$ cat config.mk
export PLATFORM = sky130hd
export DESIGN_NAME = nugget_drag_move
export DESIGN_NICKNAME = d
export VERILOG_FILES = /design/src/rtl/nugget_pkg.sv /design/src/rtl/nugget_respawn_timer.sv /design/src/rtl/nugget_drag_move.sv
export SDC_FILE = /design/constraint.sdc
export NUM_CORES = 1
export LEC_CHECK = 0
export CELL_PAD_IN_SITES_DETAIL_PLACEMENT = 0
export CELL_PAD_IN_SITES_GLOBAL_PLACEMENT = 1
export CORE_ASPECT_RATIO = 1.4
export CORE_MARGIN = 3
export CORE_UTILIZATION = 32
export DETAILED_ROUTE_END_ITERATION = 16
export PLACE_DENSITY_LB_ADDON = 0.2
export SLEW_MARGIN = 40
export SYNTH_ARGS = -nofsm -noshare
export SYNTH_HDL_FRONTEND = slang
export SYNTH_SLANG_ARGS = --single-unit
export TNS_END_PERCENT = 1
$ cat constraint.sdc
create_clock -name clk -period 2.3 [get_ports clk]
set_clock_uncertainty 0.15 [all_clocks]
set_input_delay 0.23 -clock clk [delete_from_list [all_inputs] [get_ports clk]]
set_output_delay 0.23 -clock clk [all_outputs]
set_load 0.01 [all_outputs]
$ cat src/rtl/nugget_pkg.sv
// Shared types and constants for the drag-and-collect object.
package nugget_pkg;

  localparam int unsigned SCORE_W = 8;
  localparam int unsigned COORD_W = 11;

  typedef logic signed [COORD_W-1:0] coord_t;

  typedef enum logic [2:0] {
    ST_IDLE,
    ST_ATTACHED,
    ST_COLLECTED,
    ST_RESPAWN,
    ST_GONE
  } state_t;

endpackage

$ cat src/rtl/nugget_respawn_timer.sv
// Frame counter for the hidden interval after collection; done fires on the
// startOfFrame that completes `limit` frames since the last start pulse.
module nugget_respawn_timer (
  input  logic       clk,
  input  logic       resetN,
  input  logic       start,
  input  logic       startOfFrame,
  input  logic [7:0] limit,
  output logic       done
);

  logic [7:0] r_count;
  logic       w_last;

  assign w_last = (r_count == (limit - 8'd1));
  assign done   = startOfFrame && !start && w_last;

  always_ff @(posedge clk or negedge resetN) begin
    if (!resetN) begin
      r_count <= '0;
    end else if (start) begin
      r_count <= '0;
    end else if (startOfFrame) begin
      r_count <= r_count + 8'd1;
    end
  end

endmodule

$ cat src/rtl/nugget_drag_move.sv
// Grabbable object: rests at its home position, follows the cable once hooked,
// scores on reel-in. Define NUGGET_RESPAWN_EN to reappear after RESPAWN_FRAMES.
module nugget_drag_move
  import nugget_pkg::*;
#(
  parameter coord_t              INITIAL_X      = 11'sd400,
  parameter coord_t              INITIAL_Y      = 11'sd300,
  parameter coord_t              OFFSET_X       = 11'sd0,
  parameter coord_t              OFFSET_Y       = 11'sd16,
  parameter logic [SCORE_W-1:0]  OBJECT_VALUE   = 8'd50,
  parameter int                  RESPAWN_FRAMES = 60
) (
  input  logic               clk,
  input  logic               resetN,
  input  logic               startOfFrame,
  input  logic               collision,
  input  coord_t             cableTopLeftX,
  input  coord_t             cableTopLeftY,
  input  logic               IsInCircular,
  output coord_t             topLeftX,
  output coord_t             topLeftY,
  output logic               visible,
  output logic               grabbed,
  output logic               scorePulse,
  output logic [SCORE_W-1:0] scoreValue
);

  if (RESPAWN_FRAMES < 1 || RESPAWN_FRAMES > 255) begin : g_bad_respawn_frames
    $error("nugget_drag_move: RESPAWN_FRAMES must be within 1..255");
  end

  state_t             r_state;
  coord_t             r_x;
  coord_t             r_y;
  logic               r_visible;
  logic               r_grabbed;
  logic               r_pulse;
  logic [SCORE_W-1:0] r_value;
  logic               w_respawn_done;

`ifdef NUGGET_RESPAWN_EN
  localparam logic [7:0] RESPAWN_LIMIT = 8'(RESPAWN_FRAMES);
  logic w_respawn_start;

  // The counter is cleared during the single COLLECTED cycle.
  assign w_respawn_start = (r_state == ST_COLLECTED);

  nugget_respawn_timer u_respawn_timer (
    .clk          (clk),
    .resetN       (resetN),
    .start        (w_respawn_start),
    .startOfFrame (startOfFrame),
    .limit        (RESPAWN_LIMIT),
    .done         (w_respawn_done)
  );
`else
  assign w_respawn_done = 1'b0;
`endif

  always_ff @(posedge clk or negedge resetN) begin
    if (!resetN) begin
      r_state   <= ST_IDLE;
      r_x       <= INITIAL_X;
      r_y       <= INITIAL_Y;
      r_visible <= 1'b1;
      r_grabbed <= 1'b0;
      r_pulse   <= 1'b0;
      r_value   <= '0;
    end else begin
      r_pulse <= 1'b0;
      r_value <= '0;
      case (r_state)
        ST_IDLE: begin
          r_x       <= INITIAL_X;
          r_y       <= INITIAL_Y;
          r_visible <= 1'b1;
          r_grabbed <= 1'b0;
          if (collision && !IsInCircular) begin
            r_state   <= ST_ATTACHED;
            r_grabbed <= 1'b1;
          end
        end
        ST_ATTACHED: begin
          // Reel-in wins over a coincident frame update.
          if (IsInCircular) begin
            r_state   <= ST_COLLECTED;
            r_visible <= 1'b0;
            r_grabbed <= 1'b0;
            r_pulse   <= 1'b1;
            r_value   <= OBJECT_VALUE;
          end else if (startOfFrame) begin
            r_x <= cableTopLeftX + OFFSET_X;
            r_y <= cableTopLeftY + OFFSET_Y;
          end
        end
        ST_COLLECTED: begin
`ifdef NUGGET_RESPAWN_EN
          r_state <= ST_RESPAWN;
`else
          r_state <= ST_GONE;
`endif
        end
        ST_RESPAWN: begin
          if (w_respawn_done) begin
            r_state   <= ST_IDLE;
            r_x       <= INITIAL_X;
            r_y       <= INITIAL_Y;
            r_visible <= 1'b1;
          end
        end
        default: begin
          r_state   <= ST_GONE;
          r_visible <= 1'b0;
          r_grabbed <= 1'b0;
        end
      endcase
    end
  end

  assign topLeftX   = r_x;
  assign topLeftY   = r_y;
  assign visible    = r_visible;
  assign grabbed    = r_grabbed;
  assign scorePulse = r_pulse;
  assign scoreValue = r_value;

endmodule

# Word level (Yosys, flattened, before mapping)
# Cells that the tools add are included.
# totals
regBits	36
word_cells	42
# op_classes
addsub	1
eq_ne	7
n_mux	17
bitwise	2
n_reduce_logical	8
# ops
cell	count
two-way mux 11 bit	4
case mux 11 bit (2 select lines)	2
two-way mux 6 bit	2
adder 11 x 6 -> 11 bit, second input constant	1
case mux 3 bit (3 select lines)	1
!= test 2 bit, second input constant	4
equality test 3 x 2 -> 1 bit, second input constant	2
two-way mux 3 bit	2
case mux 1 bit (3 select lines)	2
AND reduction 3 bit	2
two-way mux 1 bit	4
equality test 3 x 1 -> 1 bit, second input constant	1
zero test 3 bit	1
NOT 1 bit	2
AND reduction 2 bit	1
nonzero test 2 bit	1
OR reduction 2 bit	1
logical AND 1 bit	1
zero test 1 bit	1

# Logic depth before layout (Yosys ltp)
# logic_depth
depth_word	4
depth_mapped	5
mapped_depth_nobuf	4

# Worst setup path before layout
# Ideal clock, no wire load.
# synth_path
path_kind	reg2reg
start	reg r_state[1]
end	reg r_x[10] (netlist: topLeftX[10])
arrival_time_ns	1.190
t_required_ns	2.029
setup_slack_ns	0.839
stages_incl_launch_ff	5
path_buffers	2
cell_sequence	dfrtp_1 clkbuf_2 a211o_1 buf_6 a22o_1
# synth_between
elab_chain_cells	3
# synth_lines
element	line	rtl
start, declared	nugget_drag_move.sv:32	state_t r_state;
start signal, assigned	nugget_drag_move.sv:62	r_state <= ST_IDLE;
start signal, assigned	nugget_drag_move.sv:79	r_state <= ST_ATTACHED;
start signal, assigned	nugget_drag_move.sv:86	r_state <= ST_COLLECTED;
equality test 3 x 1 -> 1 bit or zero test 3 bit (tied branches)	nugget_drag_move.sv:72	case (r_state)
!= test 2 bit (no line) or nonzero test 2 bit (tied branches)	--	
AND reduction 3 bit (no line)	--	
end signal, assigned	nugget_drag_move.sv:92	r_x <= cableTopLeftX + OFFSET_X;
end, declared	nugget_drag_move.sv:33	coord_t r_x;
# Several ways; a longest one is shown, not always the timed one.
# A chain may end at the register's enable or synchronous reset.

# Worst setup path after layout
# layout_path
start	reg r_x[7] (netlist: topLeftX[7])
end	out topLeftX[7]
# layout_lines
element	line	rtl
end, declared	nugget_drag_move.sv:20	output coord_t topLeftX,
# No word-level cell between the ends.

==> out/results.tsv <==
metric	value	unit
drt_iter0_drc	30	
grt_start_max_net_pins	29	
hpwl	2226	um
synthArstFlopShare	100.0	%
netSwitchingPower	247.8	uW
clock_latency	270	ps
grt_use_total	13.50	%
relSlewSlack	60.27	%
cts_tree	built	
clkPwrFrac	27.6	%
grt_pass1_wl	4919	um
numCtsBuffers	3	
powerDensity	535.3	nW/um2
place_area	1797	um2
wl_per_cell	15.17	um
insertedDiodeCount	0	
drc	0	
avgViaCountPerCell	5.031	
status	finished, final reports clean	
intPower	738.0	uW
path_cells	clkdlybuf4s50_1	
final_common_cell	clkdlybuf4s50_1	
fin_area	1842	um2
grt_pass1_vias	1020	
start_kind	register	
syn_inst	101	
place_congestion	0.7868	
synth-seq-cells	28	
postSynthAreaPerCell	12.45	um2
fmax	575.0	MHz
required	1920	ps
port_buffers	54	
cts_resized	0	
htreeDepth	1	
worst_slack	560.9	ps
num_vias	986	
cp_slowest_cell	clkdlybuf4s50_1	
clock-sinks	28	
ios	60	
crit_fanout	2	
vdd_drop_max	419.9	uV
path_buf_inv	1	
wirelength	2973	um
cts_setup_buffers	0	
hold_violations	0	
drive_gt1_share	10.39	%
critPathKind	reg -> out	
start_util	33.91	%
power_frac_seq	54.3	%
overflow	0	
cap_violations	0	
slew_violations	0	
clk_pin_slew	90	ps
fin_util	49.66	%
worstPathArrival	1360	ps
dr.pass1.iters	4	
die_area	4728	um2
layout_common_cells	54 x clkdlybuf4s50_1, 20 x dfrtp_1, 12 x a22o_1, 8 x dfstp_2, 6 x o22a_1	
areaGrowthSynthToFinish	46.47	%
synth_area	1257	um2
core_area	3709	um2
synth_ff_type	dfrtp_1	
die_w	58.98	um
crit_family	buffers and inverters	
critical_path.max_stage_delay	550	ps
rsz0062_at_grt	false	
yosys_warnings	0	
synth-edff-count	0	
ctsLongestPathBuffers	2	
tns	0	ps
grt_antenna_before_repair	0	
synth_seq_area_share	56.52	%
p_total	985.9	uW
fillers	354	
leakagePower	0.0007674	uW
combPwrFrac	18.0	%
hold_buffers	0	
endpoint_kind	output pin	
fin_crit	1739	ps
die_h	80.17	um
cts_root_buf	clkbuf_8	
row_count	26	
ant_nets	0	
min_period_over_period	75.61	%
worst_pin_slew	594.8	ps
nNetsFinal	183	
synth_cell_types	37	
switching_share	25.14	%
finalSetupViolCount	0	
hp-class	in -> async	
dp_slack	268.9	ps
## per-layer routing
| layer | GRT usage (%) | vias up | wire, um |
|---|---|---|---|
| met1 | 17.34 | 485 | 1260 |
| met3 | 2.090 | 5 | 158 |
| met2 | 21.90 | 34 | 1498 |
| met4 | 6.122 | 0 | 55 |
| li1 | - | 462 | - |
| met5 | 0 | - | 0 |
## cell families (layout without fill, tap and decap cells)
kind of cell | count (synthesis) | after routing | synth area share [%]
buffers and inverters | 14 | 63 | 7.561
DFF | 28 | 28 | 56.52
xor gates and xnor gates | 3 | 3 | 2.090
other | 1 | 5 | 0.2982
and+or+nand+nor | 22 | 22 | 10.95
AOI/OAI and AO/OA | 32 | 32 | 21.59
adders and majority gates | 1 | 1 | 0.9949
## through the flow
step                      hold slack [ps]  cells
final                               179.4    196
after detailed placement            339.6    192
after CTS                           189.4    196
after global placement              329.4    192
after floorplan                    -215.6    105
after global routing                198.5    196
## flip-flops by register name, summed over array words and instances (netlist names)
signal,flops
topLeftX,11
r_state,3
grabbed,1
visible,1
scoreValue,1
topLeftY,11
## area by class of cell
type | count | area [um2] | share of cell area (%)
sequential | 28 | 710.7 | 38.59
timing repair buffer | 56 | 555.5 | 30.16
multi-input combinational | 63 | 466.7 | 25.34
tap | 42 | 52.55 | 2.853
clock buffer | 4 | 45.04 | 2.446
inverter | 3 | 11.26 | 0.6114
## synthesized netlist by cell type (all sizes together), types with 2 or more instances
library cell	instances	area [um2]
nor2	5	18.77
a22o	12	105.1
dfstp	8	210.2
o22a	6	52.55
a21oi	2	10.01
nand3	3	15.01
inv	3	11.26
dfrtp	20	500.5
a211oi	2	20.02
nor3b	2	26.28
nand2b	3	26.27
nand2	3	11.26
xnor2	2	17.52
nor2b	2	12.51
buf	10	78.82
## power by group through the flow
stage          registers (uW)  logic, uW  clock network, uW
2_1_floorplan             549       77.5                  0
3_3_place_gp              544        178                  0
3_5_place_dp              545        181                  0
4_1_cts                   536        181                288
5_1_grt                   540        195                305
6_report                  536        178                272
## worst register-to-register path, cell delays in order, from the launching register on
cell	delay [ps]
dfrtp_1	500
nor3b_4	320
and2_1	470
a22o_1	200
## worst paths after layout
check                                  from  cells past startpoint           to  slack, ps
setup / recovery                topLeftX[7]                      1  topLeftX[7]        560
hold / removal                       resetN                      2  topLeftX[3]        180
setup reg to reg                 r_state[1]                      3  topLeftX[3]        610
hold reg to reg                 topLeftY[4]                      1  topLeftY[4]        360
max in group asynchronous            resetN                      2  topLeftY[2]       1510
min in group clk           cableTopLeftX[4]                      2  topLeftX[4]        350
No activity file was read; power rests on OpenSTA's default activity.
